File: src/rtl/reg_spill_fill_if.sv
// reg_spill_fill_if: control, register-file and data-memory signals of the spill/fill engine
// slave  : engine side (takes start/mode/base_addr/reg_mask, rf_rd_data, mem_rd_data/mem_ack)
// master : core/environment side (drives the engine inputs, observes busy/done and the rf/mem requests)
interface reg_spill_fill_if #(
  parameter int pw = 2,
  parameter int aw = 8
);
  logic                   start;
  logic                   mode;
  logic [aw-1:0]          base_addr;
  logic [2**(pw+1)-1:0]   reg_mask;
  logic                   busy;
  logic                   done;
  logic [pw:0]            rf_rd_addr;
  logic [7:0]             rf_rd_data;
  logic                   rf_wr_en;
  logic [pw:0]            rf_wr_addr;
  logic [7:0]             rf_wr_data;
  logic                   mem_req;
  logic                   mem_we;
  logic [aw-1:0]          mem_addr;
  logic [7:0]             mem_wr_data;
  logic [7:0]             mem_rd_data;
  logic                   mem_ack;
  modport master (
    output start, mode, base_addr, reg_mask, rf_rd_data, mem_rd_data, mem_ack,
    input  busy, done, rf_rd_addr, rf_wr_en, rf_wr_addr, rf_wr_data, mem_req, mem_we, mem_addr, mem_wr_data
  );
  modport slave (
    input  start, mode, base_addr, reg_mask, rf_rd_data, mem_rd_data, mem_ack,
    output busy, done, rf_rd_addr, rf_wr_en, rf_wr_addr, rf_wr_data, mem_req, mem_we, mem_addr, mem_wr_data
  );
endinterface

File: src/rtl/reg_spill_fill.sv
// reg_spill_fill: saves masked registers to consecutive memory words or restores them back
// clk, rst_n : rising-edge clock, asynchronous active-low reset
// b          : reg_spill_fill_if.slave (start/mode/base/mask in, busy/done out, rf read/write port, memory request port)
module reg_spill_fill #(
  parameter int pw = 2,
  parameter int aw = 8
) (
  input logic             clk,
  input logic             rst_n,
  reg_spill_fill_if.slave b
);
  typedef enum logic [1:0] {IDLE, SCAN, ACCESS, DONE} state_t;
  state_t               state_q, state_d;
  logic [pw:0]          idx_q, idx_d;
  logic [aw-1:0]        cnt_q, cnt_d, base_q, base_d;
  logic [2**(pw+1)-1:0] mask_q, mask_d;
  logic                 mode_q, mode_d;
  logic                 acc, ack;
  assign acc = state_q == ACCESS;
  assign ack = acc && b.mem_ack;
  always_ff @(posedge clk or negedge rst_n) begin
    if (!rst_n) begin
      state_q <= IDLE;
      idx_q   <= '0;
      cnt_q   <= '0;
      base_q  <= '0;
      mask_q  <= '0;
      mode_q  <= 1'b0;
    end else begin
      state_q <= state_d;
      idx_q   <= idx_d;
      cnt_q   <= cnt_d;
      base_q  <= base_d;
      mask_q  <= mask_d;
      mode_q  <= mode_d;
    end
  end
  always_comb begin
    state_d = state_q;
    idx_d   = idx_q;
    cnt_d   = cnt_q;
    base_d  = base_q;
    mask_d  = mask_q;
    mode_d  = mode_q;
    case (state_q)
      IDLE: if (b.start) begin
        state_d = SCAN;
        mode_d  = b.mode;
        base_d  = b.base_addr;
        mask_d  = b.reg_mask;
        idx_d   = '0;
        cnt_d   = '0;
      end
      SCAN: begin
        state_d = mask_q[idx_q] ? ACCESS : (&idx_q ? DONE : SCAN);
        idx_d   = (mask_q[idx_q] || &idx_q) ? idx_q : idx_q + (pw+1)'(1);
      end
      ACCESS: if (b.mem_ack) begin
        state_d = &idx_q ? DONE : SCAN;
        idx_d   = idx_q + (pw+1)'(1);
        cnt_d   = cnt_q + aw'(1);
      end
      default: state_d = IDLE;
    endcase
  end
  assign b.busy        = state_q == SCAN || acc;
  assign b.done        = state_q == DONE;
  assign b.rf_rd_addr  = idx_q;
  assign b.mem_req     = acc;
  assign b.mem_we      = acc && !mode_q;
  assign b.mem_addr    = acc ? base_q + cnt_q : '0;
  assign b.mem_wr_data = acc ? b.rf_rd_data : '0;
  assign b.rf_wr_en    = ack && mode_q;
  assign b.rf_wr_addr  = b.rf_wr_en ? idx_q : '0;
  assign b.rf_wr_data  = b.rf_wr_en ? b.mem_rd_data : '0;
endmodule
File: src/flat_wrapper.sv
// flat-port wrapper written by rule: the top's interface ports become plain ports
module reg_spill_fill_flat 
#(
  parameter int pw = 2,
  parameter int aw = 8
)
  (clk, rst_n, b_start, b_mode, b_base_addr, b_reg_mask, b_rf_rd_data, b_mem_rd_data, b_mem_ack, b_busy, b_done, b_rf_rd_addr, b_rf_wr_en, b_rf_wr_addr, b_rf_wr_data, b_mem_req, b_mem_we, b_mem_addr, b_mem_wr_data);
  reg_spill_fill_if #(.pw(pw), .aw(aw)) b_i ();
  input logic clk;
  input logic rst_n;
  input wire logic [$bits(b_i.start)-1:0] b_start;
  input wire logic [$bits(b_i.mode)-1:0] b_mode;
  input wire logic [$bits(b_i.base_addr)-1:0] b_base_addr;
  input wire logic [$bits(b_i.reg_mask)-1:0] b_reg_mask;
  input wire logic [$bits(b_i.rf_rd_data)-1:0] b_rf_rd_data;
  input wire logic [$bits(b_i.mem_rd_data)-1:0] b_mem_rd_data;
  input wire logic [$bits(b_i.mem_ack)-1:0] b_mem_ack;
  output wire logic [$bits(b_i.busy)-1:0] b_busy;
  output wire logic [$bits(b_i.done)-1:0] b_done;
  output wire logic [$bits(b_i.rf_rd_addr)-1:0] b_rf_rd_addr;
  output wire logic [$bits(b_i.rf_wr_en)-1:0] b_rf_wr_en;
  output wire logic [$bits(b_i.rf_wr_addr)-1:0] b_rf_wr_addr;
  output wire logic [$bits(b_i.rf_wr_data)-1:0] b_rf_wr_data;
  output wire logic [$bits(b_i.mem_req)-1:0] b_mem_req;
  output wire logic [$bits(b_i.mem_we)-1:0] b_mem_we;
  output wire logic [$bits(b_i.mem_addr)-1:0] b_mem_addr;
  output wire logic [$bits(b_i.mem_wr_data)-1:0] b_mem_wr_data;
  assign b_i.start = b_start;
  assign b_i.mode = b_mode;
  assign b_i.base_addr = b_base_addr;
  assign b_i.reg_mask = b_reg_mask;
  assign b_i.rf_rd_data = b_rf_rd_data;
  assign b_i.mem_rd_data = b_mem_rd_data;
  assign b_i.mem_ack = b_mem_ack;
  assign b_busy = b_i.busy;
  assign b_done = b_i.done;
  assign b_rf_rd_addr = b_i.rf_rd_addr;
  assign b_rf_wr_en = b_i.rf_wr_en;
  assign b_rf_wr_addr = b_i.rf_wr_addr;
  assign b_rf_wr_data = b_i.rf_wr_data;
  assign b_mem_req = b_i.mem_req;
  assign b_mem_we = b_i.mem_we;
  assign b_mem_addr = b_i.mem_addr;
  assign b_mem_wr_data = b_i.mem_wr_data;
  reg_spill_fill #(.pw(pw), .aw(aw)) u_core (.clk(clk), .rst_n(rst_n), .b(b_i));
endmodule
File: config.mk
export PLATFORM = sky130hd
export DESIGN_NAME = reg_spill_fill_flat
export DESIGN_NICKNAME = d
export VERILOG_FILES = /design/src/rtl/reg_spill_fill_if.sv /design/src/rtl/reg_spill_fill.sv /design/src/flat_wrapper.sv
export SDC_FILE = /design/constraint.sdc
export NUM_CORES = 1
export LEC_CHECK = 0
export CAP_MARGIN = 15
export CORE_MARGIN = 1
export CORE_UTILIZATION = 55
export CTS_BUF_LIST = sky130_fd_sc_hd__clkbuf_8
export DETAILED_ROUTE_END_ITERATION = 7
export DONT_BUFFER_PORTS = 1
export PLACE_DENSITY = 0.82
export SLEW_MARGIN = 20
export SYNTH_ARGS = -nofsm -noshare
export SYNTH_HDL_FRONTEND = slang
export SYNTH_SLANG_ARGS = --single-unit
File: constraint.sdc
create_clock -name clk -period 5.25 [get_ports clk]
set_input_delay 1.3125 -clock clk [delete_from_list [all_inputs] [get_ports clk]]
set_output_delay 1.3125 -clock clk [all_outputs]
set_load 0.02 [all_outputs]
== After elaboration in Yosys (flattened, before gate mapping) ==
Cells that the tools add are included.

* Add/subtract/negate cells: 3
* Multiplexer cells: 18
* Eq/ne operators: 6
* Reduce and logical (&&, ||, !) cells: 14
* Magnitude comparators: 1

{| class="wikitable"
|+ Operator list
! operator !! number
|-
| 8-bit 2-to-1 mux || 5
|-
| 8-bit one-hot mux with 2 select lines || 1
|-
| 3-bit 2-to-1 mux || 4
|-
| 3-bit one-hot mux with 3 select lines || 1
|-
| 8-bit by 1-bit adder with 8-bit output, second input constant || 1
|-
| 8-bit adder || 1
|-
| 2-bit 2-to-1 mux || 4
|-
| 2-bit != test, second input constant || 3
|-
| 2-bit one-hot mux with 3 select lines || 1
|-
| 3-bit AND reduction || 2
|-
| 2-bit == test, second input constant || 2
|-
| 3-bit by 4-bit less-than comparator with 1-bit output, second input constant || 1
|-
| 2-bit AND reduction || 2
|-
| 4-bit AND reduction || 1
|-
| 3-bit by 1-bit adder with 3-bit output, second input constant || 1
|-
| 1-bit binary-select mux with 3-bit select || 1
|-
| 1-bit logical AND || 3
|-
| 3-bit nonzero test || 1
|-
| 2-bit by 1-bit == test with 1-bit output, second input constant || 1
|-
| 2-bit zero test || 1
|-
| 1-bit logical OR || 2
|-
| 2-bit nonzero test || 1
|-
| 1-bit zero test || 1
|-
| 1-bit 2-to-1 mux || 1
|}

* Output and inout port bits: 35
* Register bits: 30

== Logic depth before layout (Yosys ltp) ==
* Depth in word-level cells: 5
* Gate-level depth with buffers: 7
* Depth with buffers taken out: 6

== Worst setup path after synthesis ==
Ideal clock, no wire load.

* Path type: reg-to-output
* From: register u_core.state_q[0]
* To: output port b_mem_addr[6]
* Stages on the path, launching flop included: 7
* Required time: 3.938 ns
* Arrival time: 2.123 ns
* Path buffers: 2
* Setup slack: 1.815 ns
* Cells stage by stage: dfrtp_1 > inv_1 > ha_1 > buf_2 > buf_1 > nand2_1 > o311ai_0

* Word-level cells in the longest chain between the ends: 2

{| class="wikitable"
|+ Ends and longest elaborated chain
! item !! line !! source
|-
| start: declaration || reg_spill_fill.sv:13 || <nowiki>state_t state_q, state_d;</nowiki>
|-
| start signal: assignment || reg_spill_fill.sv:30 || <nowiki>state_q <= state_d;</nowiki>
|-
| 2-bit == test || reg_spill_fill.sv:19 || <nowiki>assign acc = state_q == ACCESS;</nowiki>
|-
| via b_mem_req || flat_wrapper.sv:24 || <nowiki>output wire logic [$bits(b_i.mem_req)-1:0] b_mem_req;</nowiki>
|-
| 8-bit 2-to-1 mux || reg_spill_fill.sv:71 || <nowiki>assign b.mem_addr = acc ? base_q + cnt_q : '0;</nowiki>
|-
| end: declaration || flat_wrapper.sv:26 || <nowiki>output wire logic [$bits(b_i.mem_addr)-1:0] b_mem_addr;</nowiki>
|}

The timed path passes the listed nets, and every way through them passes these cells.

== Final worst setup path ==
Ends and elaborated chain as after synthesis.

==> flow_metrics.tcl <==
set metrics [dict create \
    cts.clk_slew.worst_paths_ns 0.07 \
    antenna_cells 0 \
    failed_checks "design-rule violations" \
    hold_violations 0 \
    report.final.slew_viol_count 0 \
    fillCellCount 313 \
    r2r_setup_slack_ns 2.78 \
    mostFrequentLayoutCell "dfrtp_1" \
    grt.overflow.total 0 \
    crit_path_end_kind "output pin" \
    htree_num_levels 2 \
    nNetsFinal 265 \
    holdBufCountCts 0 \
    required_ns 3.94 \
    fin_area_sq_um 2248 \
    fmax_mhz 266.8 \
    slowest_stage "o311ai_0" \
    grt_antenna_before_repair 0 \
    grt_pass1_vias 1406 \
    yosysTopAreaCell "dfrtp_1" \
    hold_slack_ns 0.5054 \
    yosys_register_bits 30 \
    clock_latency_ns 0.29 \
    synth.distinct_cells 50 \
    period_share_pct 71.39 \
    routabilityCongestion 0.7868 \
    cp_data_arrival_time_ns 2.44 \
    area_delta_synth_final_pct 6.710 \
    die_y_um 63.90 \
    syn_area_sq_um 2107 \
    grt_max_degree 31 \
    cp_num_buf_inv 2 \
    synth.area.top_cells "dfrtp_1 36%, mux2_2 9.1%, ha_1 8.3%" \
    rr_endpoint "u_core.cnt_q[7]" \
    post-place-cells 254 \
    drv_cap 0 \
    drive_gt1_share_pct 15.89 \
    startpoint "u_core.state_q[0]" \
    total_leakage_power_nw 0.9985 \
    die_x_um 63.90 \
    drcViolationCount 4 \
    ant_nets 0 \
    r2r-start "u_core.state_q[0]" \
    drtIter0Drc 72 \
    syn_inst 212 \
    path_max_fanout 24 \
    dieArea_sq_um 4083 \
    grtUsageTotal_pct 21.97 \
    rows 22 \
    fp.coreArea_sq_um 3661 \
    crit_type "flop to output pin" \
    portBuffers 0 \
    rr_worst_depth 7 \
    cts.sinks 30 \
    tritoncts "built" \
    min_path_type "flop to flop" \
    fin_tns_setup_ns 0 \
    first_pass_iters 7 \
    wire_per_inst_um 15.60 \
    seq_area_sq_um 750.7 \
    synthArstFlopShare_pct 100.0 \
    powerDensity_nw_per_um2 520.5 \
    ys_warn_count 0 \
    cp-start-kind "flop" \
    tightest_slew_ns 1.077 \
    num_vias 1579 \
    setup_viol 0 \
    syn-mean-instance-area_sq_um 9.939 \
    cts_setup_buffers 0 \
    dp_hpwl_um 2925 \
    status "finished with violations" \
    vias_per_cell 6.027 \
    layout_common_cells "30 x dfrtp_1, 23 x and2_1, 17 x mux2_2, 14 x nand2_1, 14 x ha_1" \
    dpl-instance-area_sq_um 2140 \
    cts_root_buf "clkbuf_8" \
    post_cts_resized 0 \
    worst_path_largest_cell_delay_ns 0.87 \
    synthFlopType "dfrtp_1" \
    fin_worst_skew_ns 0.003574 \
    ir_worst_vdd_mv 0.3234 \
    ys_seq_area_share_pct 35.63 \
    final_cells 262 \
    cpLargestDelayFamily "compound AO/OA/AOI/OAI gates" \
    grt_pass1_wl_um 6789 \
    cts.path.max_buffers 2 \
    crit_cells 5 \
    rsz0062_at_grt "false" \
    synthesis.nets 264 \
    multi_input_area_sq_um 1299 \
    fin_crit_ns 3.748 \
    synth_enable_flop_cells 0 \
    io_pins 72 \
    slew_headroom_pct 27.26 \
    cts_made_buffers 5 \
    endpoint "b_mem_addr[6]" \
    routed_wl_um 4087 \
    synth_top_area_share_pct 35.63 \
    initial_core_util_pct 57.55 \
    crit_chain "inv_1 > ha_1 > buf_4 > nand2_1 > o311ai_0" \
]
-- cell families (layout without fill, tap and decap cells) --
family / after synthesis / in the layout / synth area share [%]
buf+inv: 13 / 15 / 2.731
xor+xnor: 4 / 4 / 1.663
compound gates: 39 / 39 / 11.82
simple gates: 84 / 84 / 23.46
fa+ha+maj: 15 / 15 / 9.264
flops: 30 / 30 / 35.63
mux: 27 / 27 / 15.44
-- flip-flops by register name (all words and copies together) (netlist names) --
| signal | flops |
|---|---|
| u_core.mask_q | 8 |
| u_core.base_q | 8 |
| u_core.cnt_q | 8 |
| u_core.mode_q | 1 |
| u_core.b.rf_rd_addr | 3 |
| u_core.state_q | 2 |
-- per-layer routing --
layer	GRT usage, %	vias to the layer above	routed length (um)
met5	0	-	0
met4	9.375	0	77
met3	6.786	8	241
met2	32.05	45	1907
met1	29.99	752	1860
li1	-	774	-
-- synth_stat cells, types with 2 or more instances --
master,instances
nor4_1,2
a21oi_1,10
o211ai_1,2
nand3b_1,2
nor2_1,12
mux2i_1,7
o21a_1,2
ha_1,14
nand2_1,14
a21o_1,2
xnor2_1,3
dfrtp_1,30
or3_1,6
mux2_2,17
a211oi_1,2
o21ai_0,11
a22oi_1,2
and3_1,3
nand3_1,5
nor3b_1,5
clkbuf_1,4
nor2b_4,2
nand2b_1,2
and2_1,23
inv_1,5
-- power breakdown --
| part | switching, mW | leakage, nW | internal (mW) |
|---|---|---|---|
| clock | 0.0902 | 0.0579 | 0.139 |
| combinational | 0.281 | 0.566 | 0.255 |
| sequential | 0.0855 | 0.375 | 0.320 |
| total | 0.456 | 0.998 | 0.714 |
-- area by class of cell --
type	count	area share, %
Sequential cell	30	33.39
Timing Repair Buffer	1	0.3339
Multi-Input combinational cell	169	57.76
Clock buffer	5	3.061
Tap cell	48	2.671
Clock inverter	3	1.781
Inverter	6	1.002
-- per-stage QoR --
stage / utilization (%) / setup WS [ns] / total power, mW
after floorplan: - / 1.815 / 0.8491
after global placement: 58.44 / 1.855 / 0.9288
after detailed placement: 58.44 / 1.788 / 0.9421
after CTS: 61.41 / 1.482 / 1.178
after global routing: 61.41 / 1.319 / 1.254
final: 61.41 / 1.502 / 1.170
-- worst min-delay path by stage --
| stage | from | to | slack (ns) | cells past startpoint |
|---|---|---|---|---|
| after floorplan | u_core.mask_q[3] | u_core.mask_q[3] | 0.47 | 1 |
| after global placement | u_core.mask_q[7] | u_core.mask_q[7] | 0.48 | 1 |
| after detailed placement | u_core.mask_q[6] | u_core.mask_q[6] | 0.49 | 1 |
| after CTS | u_core.mask_q[6] | u_core.mask_q[6] | 0.51 | 1 |
| after global routing | u_core.mask_q[7] | u_core.mask_q[7] | 0.52 | 1 |
| final | u_core.mask_q[2] | u_core.mask_q[2] | 0.51 | 1 |
Power figures use the tool's default switching activity.
==> edit 1 (same flow settings) <==
`pw` is set to 2 in 3 places; all go to 3.
--- a/src/rtl/reg_spill_fill_if.sv
+++ b/src/rtl/reg_spill_fill_if.sv
@@ -2,7 +2,7 @@
 // slave  : engine side (takes start/mode/base_addr/reg_mask, rf_rd_data, mem_rd_data/mem_ack)
 // master : core/environment side (drives the engine inputs, observes busy/done and the rf/mem requests)
 interface reg_spill_fill_if #(
-  parameter int pw = 2,
+  parameter int pw = 3,
   parameter int aw = 8
 );
   logic                   start;
--- a/src/rtl/reg_spill_fill.sv
+++ b/src/rtl/reg_spill_fill.sv
@@ -2,7 +2,7 @@
 // clk, rst_n : rising-edge clock, asynchronous active-low reset
 // b          : reg_spill_fill_if.slave (start/mode/base/mask in, busy/done out, rf read/write port, memory request port)
 module reg_spill_fill #(
-  parameter int pw = 2,
+  parameter int pw = 3,
   parameter int aw = 8
 ) (
   input logic             clk,
--- a/src/flat_wrapper.sv
+++ b/src/flat_wrapper.sv
@@ -1,7 +1,7 @@
 // flat-port wrapper written by rule: the top's interface ports become plain ports
 module reg_spill_fill_flat 
 #(
-  parameter int pw = 2,
+  parameter int pw = 3,
   parameter int aw = 8
 )
   (clk, rst_n, b_start, b_mode, b_base_addr, b_reg_mask, b_rf_rd_data, b_mem_rd_data, b_mem_ack, b_busy, b_done, b_rf_rd_addr, b_rf_wr_en, b_rf_wr_addr, b_rf_wr_data, b_mem_req, b_mem_we, b_mem_addr, b_mem_wr_data);
Interface: changed (resized b_reg_mask, b_rf_rd_addr and b_rf_wr_addr); port bits go from 72 to 82. No check against the original RTL was run, so the function may have changed too.
==> edit 1 against the original RTL <==
- die area increased by 14%
- sequential cell count up 9
- area after synthesis increased by 15%
- cell area increased by 14%
- total power grew 14%
- wire length is 13% higher
- setup slack worse by 0.095 ns
==> edit 1: results (changes against the original RTL) <==
metric,value,unit,change
met2 usage,36.9,%,+4.8 points
Metal-1 WL,1.96,mm,+5.5%
CP max stage delay,0.49,ns,-0.38 ns
Pleak,0.00113,uW,+14%
layout cells sized above 1,6.03,%,-9.9 points
slowest CP cell,mux2i_1,,
Hold Path End,u_core.mask_q[6]$_DFFE_PN0P_,,
hold_sp,u_core.mask_q[6]$_DFFE_PN0P_,,
largest cells by area after synthesis,"dfrtp_1, mux2_1, ha_1, and2_1, nor2_1",,
Post-Syn Nets,292,,+11%
# fillers,335,,+7.0%
top post-synthesis cells by count,"dfrtp_1, mux2_1, and2_1",,
GR Layer Usage met3,7.50,%,+0.71 points
status,completed,,
GP Congestion,0.875,,+11%
DP Worst Slack,1.75,ns,-0.0392 ns
met1 Use GR,28.5,%,-1.4 points
via count,1731,,+9.6%
R2R Path End,u_core.b.rf_rd_addr[0]$_DFFE_PN0P_,,
Crit path arrival time,2.53,ns,+0.09 ns
Total GRT Usage,23.3,%,+1.3 points
reg2reg start,u_core.b.rf_rd_addr[2]$_DFFE_PN0P_,,
Least-Margin Pin Slew,0.886,ns,-0.192 ns
crit path max fanout,6,,-75%
met3 wire len,318,um,+32%
Routed Wire Length,4.63,mm,+13%
met2 routed wirelength,2.26,mm,+18%
DRT iter0 DRCs,177,,+150%
largest registers,"u_core.mask_q: 16 flops, u_core.base_q: 8 flops, u_core.cnt_q: 8 flops",,
"reg-to-reg slack, setup",2.55,ns,-0.23 ns
vias in the first global route,1717,,+22%
Layout Skew,0.00964,ns,+0.00607 ns
edit 1: logic make-up (layout without fill, tap and decap cells):
family | Yosys count | in the layout | synth area share, %
flops | 39 | 39 | 40.4
fa+ha+maj | 14 | 14 | 7.56
xor+xnor | 10 | 10 | 3.63
simple gates | 86 | 86 | 18.5
compound gates | 32 | 32 | 9.59
mux | 37 | 37 | 17.6
buf+inv | 15 | 14 | 2.69
edit 1: how the worst max path moves through the flow:
stage                                             start               to  slack [ns]  depth (start not counted)
after CTS                   u_core.cnt_q[0]$_DFFE_PN0P_    b_mem_addr[6]        1.41                          7
after floorplan                               b_mem_ack  b_rf_wr_addr[0]        1.82                          3
after global placement      u_core.cnt_q[0]$_DFFE_PN0P_    b_mem_addr[6]        1.81                          7
after detailed placement    u_core.cnt_q[0]$_DFFE_PN0P_    b_mem_addr[6]        1.75                          7
final                       u_core.cnt_q[0]$_DFFE_PN0P_    b_mem_addr[6]        1.41                          7
after global routing      u_core.state_q[0]$_DFFE_PN0P_  b_rf_wr_addr[2]        1.17                          4
edit 1: layout make-up:
cell class	instances	area (um^2)	share of cell area, %
clock buffer	6	82.6	3.23
clock inverter	2	35.0	1.37
inverter	6	22.5	0.881
multi-input combinational	179	1380	53.9
sequential	39	976	38.2
tap	50	62.6	2.45
edit 1: power breakdown:
group	internal, uW	switching [uW]	total (uW)
Sequential	417	108	525
Combinational	257	299	556
Clock	154	102	256
edit 1: per-stage QoR:
step | instances | instance area [um^2] | utilization [%]
floorplan | 233 | 2410 | -
global placement | 274 | 2430 | 59.2
detailed placement | 274 | 2430 | 59.2
CTS | 282 | 2550 | 62.0
global route | 282 | 2550 | 62.1
finish | 282 | 2550 | 62.1
==> edit 2 (same settings) <==
Made on the original files. Encoding of `state_t`: now one-hot (4 bits for 4 states).
--- a/src/rtl/reg_spill_fill.sv
+++ b/src/rtl/reg_spill_fill.sv
@@ -9,7 +9,7 @@
   input logic             rst_n,
   reg_spill_fill_if.slave b
 );
-  typedef enum logic [1:0] {IDLE, SCAN, ACCESS, DONE} state_t;
+  typedef enum logic [3:0] {IDLE = 4'b0001, SCAN = 4'b0010, ACCESS = 4'b0100, DONE = 4'b1000} state_t;
   state_t               state_q, state_d;
   logic [pw:0]          idx_q, idx_d;
   logic [aw-1:0]        cnt_q, cnt_d, base_q, base_d;
Behaviour: same outputs for any inputs over 10 cycles, from zero or initial values and one cycle with rst_n low; not proved beyond that.
==> edit 2 against the original RTL <==
- sequential cell count increased by 2
- area after synthesis is 3.1% lower
- cell area shrank 4.5%
- total power is 21% lower
- setup slack gained 0.12 ns
- wire length increased by 0.78%
- non-clock buffer count unchanged
- via count grew 4.6%
==> edit 2: results (changes against the original RTL) <==
metric,value,unit,change
IO buf count,0,,unchanged
top_reg_cell synth,dfrtp_1,,
Layout Skew,0.00640,ns,+0.00282 ns
slowest CP cell,or4b_4,,
status,completed,,
hold_sp,u_core.mask_q[4]$_DFFE_PN0P_,,
"Async S/R FF share, synth",100,%,unchanged
dpl cell area,0.00205,mm^2,-4.3%
Hold Crit Class,reg -> reg,,
met2 usage,34.9,%,+2.9 points
register area share after synthesis,39.3,%,+3.7 points
top post-synthesis cells by count,"nand2_1, dfrtp_1, and2_1",,
met1 Use GR,31.2,%,+1.2 points
# fillers,305,,-2.6%
Clock Tree Root,clkbuf_8,,
GR Overflow Total,0,,unchanged
worst skew pair latency,0.28,ns,
Hold Path End,u_core.mask_q[4]$_DFFE_PN0P_,,
worst vdd ir,0.190,mV,-41%
Crit path arrival time,2.32,ns,-0.12 ns
critical path's top delay family,simple AND/OR/NAND/NOR gates,,
vias in the first global route,1497,,+6.5%
Yosys cell types,45,,-10%
"reg-to-reg slack, setup",3.28,ns,+0.50 ns
largest cells by area after synthesis,"dfrtp_1, nand2_1, and2_1, ha_1, xnor2_1",,
reg2reg start,u_core.state_q[0]$_DFFE_PN1P_,,
cts repair resizes,0,,unchanged
Via density,5.94,,-1.4%
Diodes inserted,0,,unchanged
Total GRT Usage,22.7,%,+0.77 points
largest registers,"u_core.base_q: 8 flops, u_core.cnt_q: 8 flops, u_core.mask_q: 8 flops",,
DRT iter0 DRCs,84,,+17%
Max-Slew Margin vs Limit,26.7,%,-0.56 points
Hold Path Cell Cnt,2,,+1
crit path max fanout,19,,-21%
R2R Path End,u_core.mask_q[2]$_DFFE_PN0P_,,
Pleak,0.00101,uW,+1.5%
CP max stage delay,0.67,ns,-0.20 ns
GP Congestion,0.773,,-1.8%
layout cells sized above 1,6.03,%,-9.9 points
clock slew seen by the registers of the worst setup and hold paths,0.07,ns,about the same
GR Layer Usage met3,5.29,%,-1.5 points
Post-Syn Nets,281,,+6.4%
Reg2Reg Depth,4,,-3
DP HPWL,2.99,mm,+2.1%
clk buf depth,2,,unchanged
largest net degree at the start of global routing,33,,+6.5%
first-pass GRT wire length,7.00,mm,+3.2%
Routed Wire Length,4.12,mm,+0.78%
TritonRoute pass-1 iters,6,,-1
DP Worst Slack,1.90,ns,+0.109 ns
[edit 2: cells by family after synthesis]
kind of cell	share of synthesized area [%]
AND/OR/NAND/NOR	30.2
buffers and inverters	4.66
multiplexers	4.17
XOR/XNOR	3.86
adder cells (fa/ha/maj)	7.11
flip-flops	39.3
AO/OA/AOI/OAI	10.7
[edit 2: worst max path at each step]
stage	from	to	slack (ns)	depth (start not counted)
after floorplan	b_mem_ack	b_rf_wr_addr[0]	2.02	3
after global placement	b_mem_ack	b_rf_wr_addr[0]	1.91	2
after detailed placement	b_mem_ack	b_rf_wr_data[1]	1.90	2
after CTS	u_core.state_q[1]$_DFFE_PN0P_	b_mem_addr[7]	1.62	5
after global routing	u_core.state_q[1]$_DFFE_PN0P_	b_mem_addr[7]	1.54	5
final	u_core.state_q[1]$_DFFE_PN0P_	b_mem_addr[7]	1.62	5
[edit 2: report_power, final]
group	internal [uW]	switching [uW]
sequential	329	75.1
combinational	127	187
clock	118	85.3
[edit 2: layer usage]
metal | wire (um) | vias to the layer above
li1 | - | 791
met1 | 1910 | 784
met2 | 1870 | 69
met3 | 280 | 8
met4 | 63 | 0
met5 | 0 | -
[edit 2: worst min-delay path: stages (launching register included)]
cell	delay, ns
dfrtp_1	0.34
nand2_1	0.05
nand2_1	0.05
[edit 2: final cells by class]
class | instances | area (um^2) | share of cell area (%)
inverter | 10 | 37.5 | 1.75
sequential | 32 | 802 | 37.3
tap | 46 | 57.6 | 2.68
clock inverter | 1 | 3.75 | 0.175
timing repair buffer | 1 | 7.51 | 0.349
multi-input combinational | 181 | 1140 | 53.2
clock buffer | 7 | 96.3 | 4.48
[edit 2: stage by stage]
stage	util (%)	hold WS, ns	power [uW]	instances
final	62.4	0.470	921	278
after CTS	62.4	0.475	929	278
after floorplan	-	0.440	664	233
after global placement	59.5	0.453	712	270
after global routing	62.4	0.485	1000	278
after detailed placement	59.5	0.458	724	270
